File: src/rtl/dac_spi_rx_monitor.sv
// Receive-side decoder for the 3-wire DAC link: oversamples SYNC/SCLK/DIN, deframes 24-bit writes.
// Optional build macro DAC_RX_COMPARE_EN adds expected_word compare with mismatch pulse/counter.
module dac_spi_rx_monitor #(
    parameter int SYNC_STAGES = 2,
    parameter int CNT_W       = 16
) (
    input  logic             dataclk,
    input  logic             reset,
    input  logic             DAC_SYNC,
    input  logic             DAC_SCLK,
    input  logic             DAC_DIN,
`ifdef DAC_RX_COMPARE_EN
    input  logic [15:0]      expected_word,
    output logic             mismatch,
    output logic [CNT_W-1:0] mismatch_count,
`endif
    output logic [15:0]      rx_data,
    output logic [1:0]       rx_pd,
    output logic             rx_valid,
    output logic             frame_err,
    output logic [CNT_W-1:0] frame_count,
    output logic [CNT_W-1:0] err_count,
    output logic             busy
);

    typedef enum logic [1:0] {IDLE, SHIFT, DONE} state_t;

    logic [SYNC_STAGES-1:0] sync_q, sclk_q, din_q;
    logic [SYNC_STAGES-1:0] vld_pipe;
    logic                   s_sync, s_sclk, s_din;
    logic                   sclk_prev, sync_prev;
    logic                   fall;

    state_t      state, state_n;
    logic [4:0]  bit_cnt, bit_cnt_n;
    // Only the low 18 bits of a frame are ever used; older bits fall off the end.
    logic [17:0] sr, sr_n, word;
    logic        valid_n, err_n;

    assign s_sync = sync_q[SYNC_STAGES-1];
    assign s_sclk = sclk_q[SYNC_STAGES-1];
    assign s_din  = din_q[SYNC_STAGES-1];
    assign fall   = sclk_prev & ~s_sclk & ~s_sync;
    assign word   = {sr[16:0], s_din};
    assign busy   = (state == SHIFT);

    // vld_pipe marks when the synchronizer holds real samples, so the reset value of
    // SYNC is never mistaken for a genuine high (a frame needs a real high->low).
    always_ff @(posedge dataclk or posedge reset) begin
        if (reset) begin
            sync_q    <= '1;
            sclk_q    <= '0;
            din_q     <= '0;
            vld_pipe  <= '0;
            sclk_prev <= 1'b0;
            sync_prev <= 1'b0;
        end else begin
            sync_q    <= {sync_q[SYNC_STAGES-2:0], DAC_SYNC};
            sclk_q    <= {sclk_q[SYNC_STAGES-2:0], DAC_SCLK};
            din_q     <= {din_q[SYNC_STAGES-2:0], DAC_DIN};
            vld_pipe  <= {vld_pipe[SYNC_STAGES-2:0], 1'b1};
            sclk_prev <= s_sclk;
            sync_prev <= s_sync & vld_pipe[SYNC_STAGES-1];
        end
    end

    always_comb begin
        state_n   = state;
        bit_cnt_n = bit_cnt;
        sr_n      = sr;
        valid_n   = 1'b0;
        err_n     = 1'b0;
        case (state)
            IDLE: begin
                if (sync_prev & ~s_sync) begin
                    state_n   = SHIFT;
                    bit_cnt_n = '0;
                end
            end
            SHIFT: begin
                // SYNC high wins over a coincident fall: the frame aborts.
                if (s_sync) begin
                    err_n   = (bit_cnt != 5'd0);
                    state_n = IDLE;
                end else if (fall) begin
                    sr_n      = word;
                    bit_cnt_n = bit_cnt + 5'd1;
                    if (bit_cnt == 5'd23) begin
                        valid_n = 1'b1;
                        state_n = DONE;
                    end
                end
            end
            DONE: begin
                if (s_sync) state_n = IDLE;
            end
            default: state_n = IDLE;
        endcase
    end

    always_ff @(posedge dataclk or posedge reset) begin
        if (reset) begin
            state       <= IDLE;
            bit_cnt     <= '0;
            sr          <= '0;
            rx_data     <= '0;
            rx_pd       <= '0;
            rx_valid    <= 1'b0;
            frame_err   <= 1'b0;
            frame_count <= '0;
            err_count   <= '0;
        end else begin
            state     <= state_n;
            bit_cnt   <= bit_cnt_n;
            sr        <= sr_n;
            rx_valid  <= valid_n;
            frame_err <= err_n;
            if (valid_n) begin
                rx_data     <= word[15:0];
                rx_pd       <= word[17:16];
                frame_count <= frame_count + 1'b1;
            end
            if (err_n && (err_count != '1))
                err_count <= err_count + 1'b1;
        end
    end

`ifdef DAC_RX_COMPARE_EN
    logic mm_n;
    assign mm_n = valid_n && ((word[15:0] != expected_word) || (word[17:16] != 2'b00));

    always_ff @(posedge dataclk or posedge reset) begin
        if (reset) begin
            mismatch       <= 1'b0;
            mismatch_count <= '0;
        end else begin
            mismatch <= mm_n;
            if (mm_n && (mismatch_count != '1))
                mismatch_count <= mismatch_count + 1'b1;
        end
    end
`endif

endmodule

File: config.mk
export PLATFORM = sky130hd
export DESIGN_NAME = dac_spi_rx_monitor
export DESIGN_NICKNAME = d
export VERILOG_FILES = /design/src/rtl/dac_spi_rx_monitor.sv
export SDC_FILE = /design/constraint.sdc
export NUM_CORES = 1
export LEC_CHECK = 0
export ABC_CLOCK_PERIOD_IN_PS = 2800
export CORE_ASPECT_RATIO = 0.6
export CORE_UTILIZATION = 35
export DETAILED_ROUTE_END_ITERATION = 8
export PLACE_DENSITY = 0.59
export SLEW_MARGIN = 25
export SYNTH_ARGS = -nofsm -noshare
export SYNTH_HDL_FRONTEND = slang
export SYNTH_SLANG_ARGS = --single-unit
File: constraint.sdc
create_clock -name dataclk -period 2.8 [get_ports dataclk]
set_input_delay 0.28 -clock dataclk [delete_from_list [all_inputs] [get_ports dataclk]]
set_output_delay 0.28 -clock dataclk [all_outputs]
set_load 0.03 [all_outputs]
# == Word level (Yosys, flattened, before mapping) ==
# Cells that the tools add are included.
# totals
regBits,86
out_inout_bits,53
elab_cells,57
# classes
add_sub_neg,3
n_eq_ne,10
muxes,16
n_bitwise,6
reduce_logical,7
# op_table
operator,n
"adder 16 x 1 -> 16 bit, second input constant",2
"!= test 16 bit, second input constant",1
2-to-1 mux 5 bit,3
2-to-1 mux 2 bit,5
case mux 5 bit (2 select lines),1
AND reduction 4 bit,2
2-to-1 mux 1 bit,6
"!= test 2 bit, second input constant",3
"!= test 3 x 1 -> 1 bit, second input constant",2
case mux 2 bit (3 select lines),1
"adder 5 x 1 -> 5 bit, second input constant",1
"== test 5 bit, second input constant",1
nonzero test 5 bit,1
AND 1 bit,4
AND reduction 3 bit,1
"== test 2 x 1 -> 1 bit, second input constant",1
"== test 2 bit, second input constant",1
logical NOT 2 bit,1
"!= test 2 x 1 -> 1 bit, second input constant",1
inverter 1 bit,2
nonzero test 2 bit,1
logical AND 1 bit,1

# == Logic depth before layout (Yosys ltp) ==
# Gate-level depths: netlist of the first run.
# depth
word_depth,6
mapped_depth,8
depth_no_buf,7

# == Least setup slack after synthesis of the first run ==
# OpenSTA, ideal clock, no wires.
# synth_timing
path_kind,register to register
startpoint,reg err_count[0]
endpoint,reg err_count[1]
setup_ns,0.128
t_arrival_ns,1.786
slack_ns,0.887
stages_incl_launch_ff,6
n_path_buf,0
synth_period_minus_slack_ns,1.913
cell_sequence,dfrtp_1 > ha_1 > nand3_1 > nor4_4 > nor2_1 > mux2_1
# synth_between
elab_chain_cells,2
# synth_rtl
element,line_no,text
"start, declared",22,"output logic [CNT_W-1:0] err_count,"
"start signal, assigned",124,err_count <= err_count + 1'b1;
"parallel branches: the longest is 2 deep, another holds adder 16 x 1 -> 16 bit",--,
# Several ways; the timed one is not identified.
# A chain may end at the register's enable or synchronous reset.

# == Worst setup path in the final report of the first run ==
# layout_timing
startpoint,reg state[1]
endpoint,reg bit_cnt[1]
# layout_between
elab_chain_cells,3
# layout_rtl
element,line_no,text
"start, declared",34,"state_t state, state_n;"
"start signal, assigned",113,state <= state_n;
== test 2 x 1 -> 1 bit / logical NOT 2 bit (equally long branches),73,case (state)
"!= test 2 x 1 -> 1 bit (no source line), or another cell as far along",--,
AND reduction 4 bit (no source line),--,
"end signal, assigned",114,bit_cnt <= bit_cnt_n;
"end, declared",35,"logic [4:0] bit_cnt, bit_cnt_n;"
# Parallel ways exist; a longest one is shown, timed or not.

==> out/results.tsv, run 1 <==
metric	value	unit
start_util	36.19	%
fin_tns_setup	0	ns
end_kind	flip-flop	
p_leak	2.171	nW
fp.dieH	80.43	µm
maxSlewViolCount	0	
syn_nets	281	
antenna_found_initial	0	
cts_sinks	86	
timing.fmax	486.5	MHz
place_inst	460	
cts_tree	done	
layout-drive-gt1-share	19.94	%
drv_cap	0	
dp_hpwl	4918	µm
internal_power	2.138	mW
cp-start-kind	flip-flop	
timing.slew.headroom	43.74	%
grtUsageTotal	14.83	%
die_width	132.7	µm
critPathArrivalTime	2.25	ns
synth_area_leaders	dfrtp_1 59%, mux2_2 12%, xor2_1 4.6%	
antenna_cells	0	
ys_seq_area_share	60.04	%
synth_edf_count	0	
synth_top_area_share	58.58	%
port_buffers	57	
n_fill_cell	896	
worst_pin_slew	0.8419	ns
post-place-ws	0.7334	ns
sw_frac_of_total	21.79	%
r2r_slack	0.74	ns
cts_hold_buf	0	
grt_pass1_vias	2333	
synth_cells	272	
hold_class	in2async	
rows	28	
path_class	reg2reg	
initialDrtViolationCount	97	
num_io_pins	58	
cts_max_path_buffers	2	
ys.warnings.count	0	
ctsResizeCount	0	
yosysUniqueCellTypes	41	
fin_nets	345	
clock-root-buffer	clkbuf_16	
final.period_utilization	73.40	%
cts-buffers-inserted	9	
synth_common_cells	84 x dfrtp_1, 37 x mux2_2, 19 x xor2_1, 17 x nand3_1, 12 x xnor2_1	
required	2.99	ns
whs	0.2400	ns
placeableCoreArea	9915	µm²
p_total	2.734	mW
clk_pin_slew	0.06	ns
ir_worst_vdd	0.3097	mV
grt_max_degree	49	
rsz0062_at_grt	no	
async_flop_share	100.0	%
cts-htree-levels	3	
cp_max_fo	21	
post_cts_buffers	0	
num_vias	2276	
status	finished clean	
clock-skew-final	0.005956	ns
clock_latency	0.34	ns
viasPerCell	4.782	
switchingPower	595.8	µW
wl	7164	µm
avgRoutedWirePerCell	15.05	µm
grt_pass1_wl	11960	µm
synth_area	3588	µm²
first_pass_iters	4	
fin_cells	476	
ant_nets	0	
area_growth_syn_to_layout	29.85	%
hold_violations	0	
p_seq_share	47.9	%
drc	0	
p_clk_share	46.9	%
combPwrFrac	5.2	%
finalCriticalPeriod	2.055	ns
setup_ws	0.7447	ns
synthFlopType	dfrtp_1	
synth_top_cell_by_area	dfrtp_1	
finalSetupViolations	0	
powerDensity	586.8	nW/µm²
grt-ovfl-total	0	
ys_seq_elements	86	
routabilityCongestion	0.8046	
syn-mean-instance-area	13.19	µm²
die_area	10670	µm²
yosysMostFrequentCell	dfrtp_1	
==> critical path, cell delays in order (launching register included) <==
cell     delay [ns]
dfrtp_1        0.47
nor3b_4        0.34
nand2_1        0.56
o41ai_1        0.54
==> placed cells by master, fill, tap and decap left out, types with 8 or more instances in the layout <==
| cell type | netlist | routed |
|---|---|---|
| mux2_2 | 37 | 37 |
| nor2_1 | 10 | 10 |
| nor3_1 | 10 | 10 |
| nand3_1 | 17 | 17 |
| xor2_1 | 19 | 19 |
| dfrtp_1 | 84 | 84 |
| xnor2_1 | 12 | 12 |
| clkbuf_16 | 0 | 9 |
| nand4_1 | 9 | 9 |
| nand2_1 | 11 | 11 |
| inv_1 | 9 | 8 |
| clkdlybuf4s50_1 | 0 | 57 |
==> power groups by stage <==
stage / clock network [mW] / logic, mW / registers, mW
floorplan: 0 / 0.0624 / 1.35
global placement: 0 / 0.144 / 1.33
detailed placement: 0 / 0.148 / 1.33
CTS: 1.31 / 0.148 / 1.31
global route: 1.37 / 0.159 / 1.31
finish: 1.28 / 0.143 / 1.31
==> final timing paths <==
| check | startpoint | endpoint | depth (start not counted) |
|---|---|---|---|
| max in group asynchronous | reset | sync_q[0]$_DFF_PP1_ | 3 |
| setup / recovery | state[1]$_DFFE_PP0P_ | bit_cnt[1]$_DFFE_PP0P_ | 3 |
| hold reg to reg | vld_pipe[0]$_DFF_PP0_ | vld_pipe[1]$_DFF_PP0_ | 0 |
| min in group dataclk | vld_pipe[0]$_DFF_PP0_ | vld_pipe[1]$_DFF_PP0_ | 0 |
| setup reg to reg | state[1]$_DFFE_PP0P_ | bit_cnt[1]$_DFFE_PP0P_ | 3 |
| hold / removal | reset | frame_count[0]$_DFFE_PP0P_ | 2 |
==> through the flow <==
stage               utilization (%)  cell area [µm²]
detailed placement            43.73             4335
finish                        47.00             4659
global route                  47.00             4659
floorplan                         -             3588
global placement              43.73             4335
CTS                           47.00             4659
==> layout make-up <==
type | count | area, µm² | area share, %
Sequential cell | 86 | 2155 | 46.24
Clock inverter | 6 | 85.08 | 1.826
Timing Repair Buffer | 60 | 618.1 | 13.27
Multi-Input combinational cell | 170 | 1359 | 29.16
Inverter | 9 | 35.03 | 0.7519
Tap cell | 135 | 168.9 | 3.625
Clock buffer | 10 | 239.0 | 5.129
==> registers in the layout, summed over array words and instances, names as in the netlist <==
signal	count
sr	17
err_count	16
frame_count	16
rx_data	16
bit_cnt	5
din_q	2
rx_pd	2
sclk_q	2
state	2
sync_q	2
vld_pipe	2
frame_err	1
rx_valid	1
sclk_prev	1
sync_prev	1
==> cell families (layout without fill, tap and decap cells) <==
logic type                 after synthesis  in the layout  synth area share [%]
buffers and inverters                   16             85                 2.092
muxes                                   38             38                 11.92
and+or+nand+nor                         89             89                 15.76
xor gates and xnor gates                31             31                 7.566
adders and majority gates                4              4                 1.395
AOI/OAI and AO/OA                        7              7                 1.116
DFF                                     86             86                 60.04
other                                    1              1                0.1045
==> layer usage <==
metal  global-route usage, %  vias up  share of wire [%]
met5                       0        -                  0
li1                        -     1080                  -
met3                   4.356       12                4.4
met4                   6.897        0                1.7
met2                   19.58       59                 39
met1                   21.82     1125                 55
No activity file was read; power rests on OpenSTA's default activity.
==> inputs of run 2 (changes only) <==
ABC_CLOCK_PERIOD_IN_PS = 1700   (was 2800)
PLACE_DENSITY = 0.61   (was 0.59)
clock period = 1.7 ns   (was 2.8 ns; I/O delays follow)
==> run 2 against run 1 <==
Final area up 7.5%. Global-route usage rose by 0.34 points. Sequential share of layout area fell by 2.9 points. Register-to-register slack worse by 0.71 ns. Critical path depth up 4. Die area stayed put. Via count rose by 5.6%. Combinational power grew 110%. First-iteration DRC count is 63% higher. Utilization up 3.5 points. Worst hold slack gained 0.013 ns.
==> out/results.tsv, run 2 (synthesis results as in run 1) <==
metric	value	unit
r2r_slack	0.04	ns
first_pass_iters	4	
finalCriticalPeriod	1.661	ns
postPlaceCellArea	4601	µm²
clk_pin_slew	0.06	ns
final_cell_mix	70 x dfrtp_1, 46 x clkdlybuf4s50_1, 36 x mux2_2	
cts_sinks	86	
placeableCoreArea	9915	µm²
whs	0.2529	ns
viasPerCell	4.768	
hold_violations	0	
hold_class	in2reg	
fin_nets	373	
ir_worst_vdd	0.5390	mV
fin_tns_setup	0	ns
p_leak	2.460	nW
dp_hpwl	4971	µm
cts_max_path_buffers	2	
largest-register	sr	
start_util	36.19	%
required	1.95	ns
area_growth_syn_to_layout	39.54	%
layout-drive-gt1-share	34.69	%
die_area	10670	µm²
finalInstanceArea	5007	µm²
grtUsageTotal	15.17	%
cts_hold_buf	0	
grt_pass1_vias	2455	
cp-start-kind	flip-flop	
end_kind	flip-flop	
cp_max_fo	6	
critPathArrivalTime	1.91	ns
avgRoutedWirePerCell	14.55	µm
final.period_utilization	97.71	%
num_vias	2403	
setup_ws	0.03898	ns
num_io_pins	58	
routabilityCongestion	0.8006	
final_common_cell	dfrtp_1	
fp.dieH	80.43	µm
cts_tree	done	
grt_pass1_wl	12430	µm
port_buffers	57	
antenna_found_initial	0	
timing.fmax	602.0	MHz
die_width	132.7	µm
rows	28	
rsz0062_at_grt	yes	
clock_latency	0.33	ns
antenna_cells	0	
powerDensity	873.9	nW/µm²
status	finished clean	
post-place-ws	-0.05832	ns
cts-htree-levels	3	
finalSetupViolations	0	
path_class	reg2reg	
initialDrtViolationCount	158	
cts-buffers-inserted	9	
drc	0	
largest_reg_flops	17	
maxSlewViolCount	0	
grt_max_degree	68	
grt-ovfl-total	0	
wl	7332	µm
ant_nets	0	
drv_cap	0	
clock-skew-final	0.006275	ns
clock-root-buffer	clkbuf_16	
==> run 2: through the flow <==
stage | cells | utilization (%) | power [mW]
floorplan | 272 | - | 2.350
global placement | 487 | 46.40 | 2.476
detailed placement | 487 | 46.40 | 2.488
CTS | 503 | 49.63 | 4.427
global route | 504 | 50.50 | 4.569
finish | 504 | 50.50 | 4.376
==> run 2: layout make-up <==
| cell class | instances | area (µm²) |
|---|---|---|
| inverters | 9 | 37.54 |
| clock buffers | 10 | 229.0 |
| repair buffers | 88 | 849.6 |
| well taps | 135 | 168.9 |
| fillers | 886 | 4907 |
| clock inverters | 6 | 62.56 |
| flip-flops and latches | 86 | 2172 |
| multi-input cells | 170 | 1488 |
==> run 2: power by group <==
| group | internal (mW) | total, mW | leakage [nW] | switching [mW] |
|---|---|---|---|---|
| clock | 1.14 | 1.91 | 0.146 | 0.776 |
| combinational | 0.144 | 0.305 | 1.16 | 0.162 |
| sequential | 2.11 | 2.16 | 1.15 | 0.0511 |
==> run 2: routing by layer <==
layer | vias to the layer above | GRT usage [%] | share of wire (%)
met5 | - | 0 | 0
met4 | 0 | 5.517 | 1.1
met3 | 5 | 4.735 | 5.3
met2 | 56 | 21.79 | 42
met1 | 1195 | 21.34 | 51
li1 | 1147 | - | -
==> run 2: repair_timing <==
| action | CTS | global route |
|---|---|---|
| pin swaps | 1 | 1 |
| setup endpoints to repair | 24 | 57 |
| gates resized for setup | 11 | 24 |
| setup buffers | 0 | 1 |
==> run 2: critical path, cell delays in order, from the launching register on <==
cell and delay, ns:
dfrtp_2 0.44, ha_4 0.18, nand3_2 0.10, buf_4 0.13, nor4_4 0.03, buf_4 0.17, nor4_1 0.35, xor2_1 0.19
==> run 2: path summary, 6_finish.rpt <==
| check | from | endpoint | depth (start not counted) |
|---|---|---|---|
| max | err_count[1]$_DFFE_PP0P_ | err_count[9]$_DFFE_PP0P_ | 7 |
| min | DAC_SYNC | sync_q[0]$_DFF_PP1_ | 1 |
| max reg2reg | err_count[1]$_DFFE_PP0P_ | err_count[9]$_DFFE_PP0P_ | 7 |
| min reg2reg | sclk_q[0]$_DFF_PP0_ | sclk_q[1]$_DFF_PP0_ | 0 |
| max in group asynchronous | reset | sync_q[1]$_DFF_PP1_ | 3 |
| min in group asynchronous | reset | err_count[6]$_DFFE_PP0P_ | 3 |
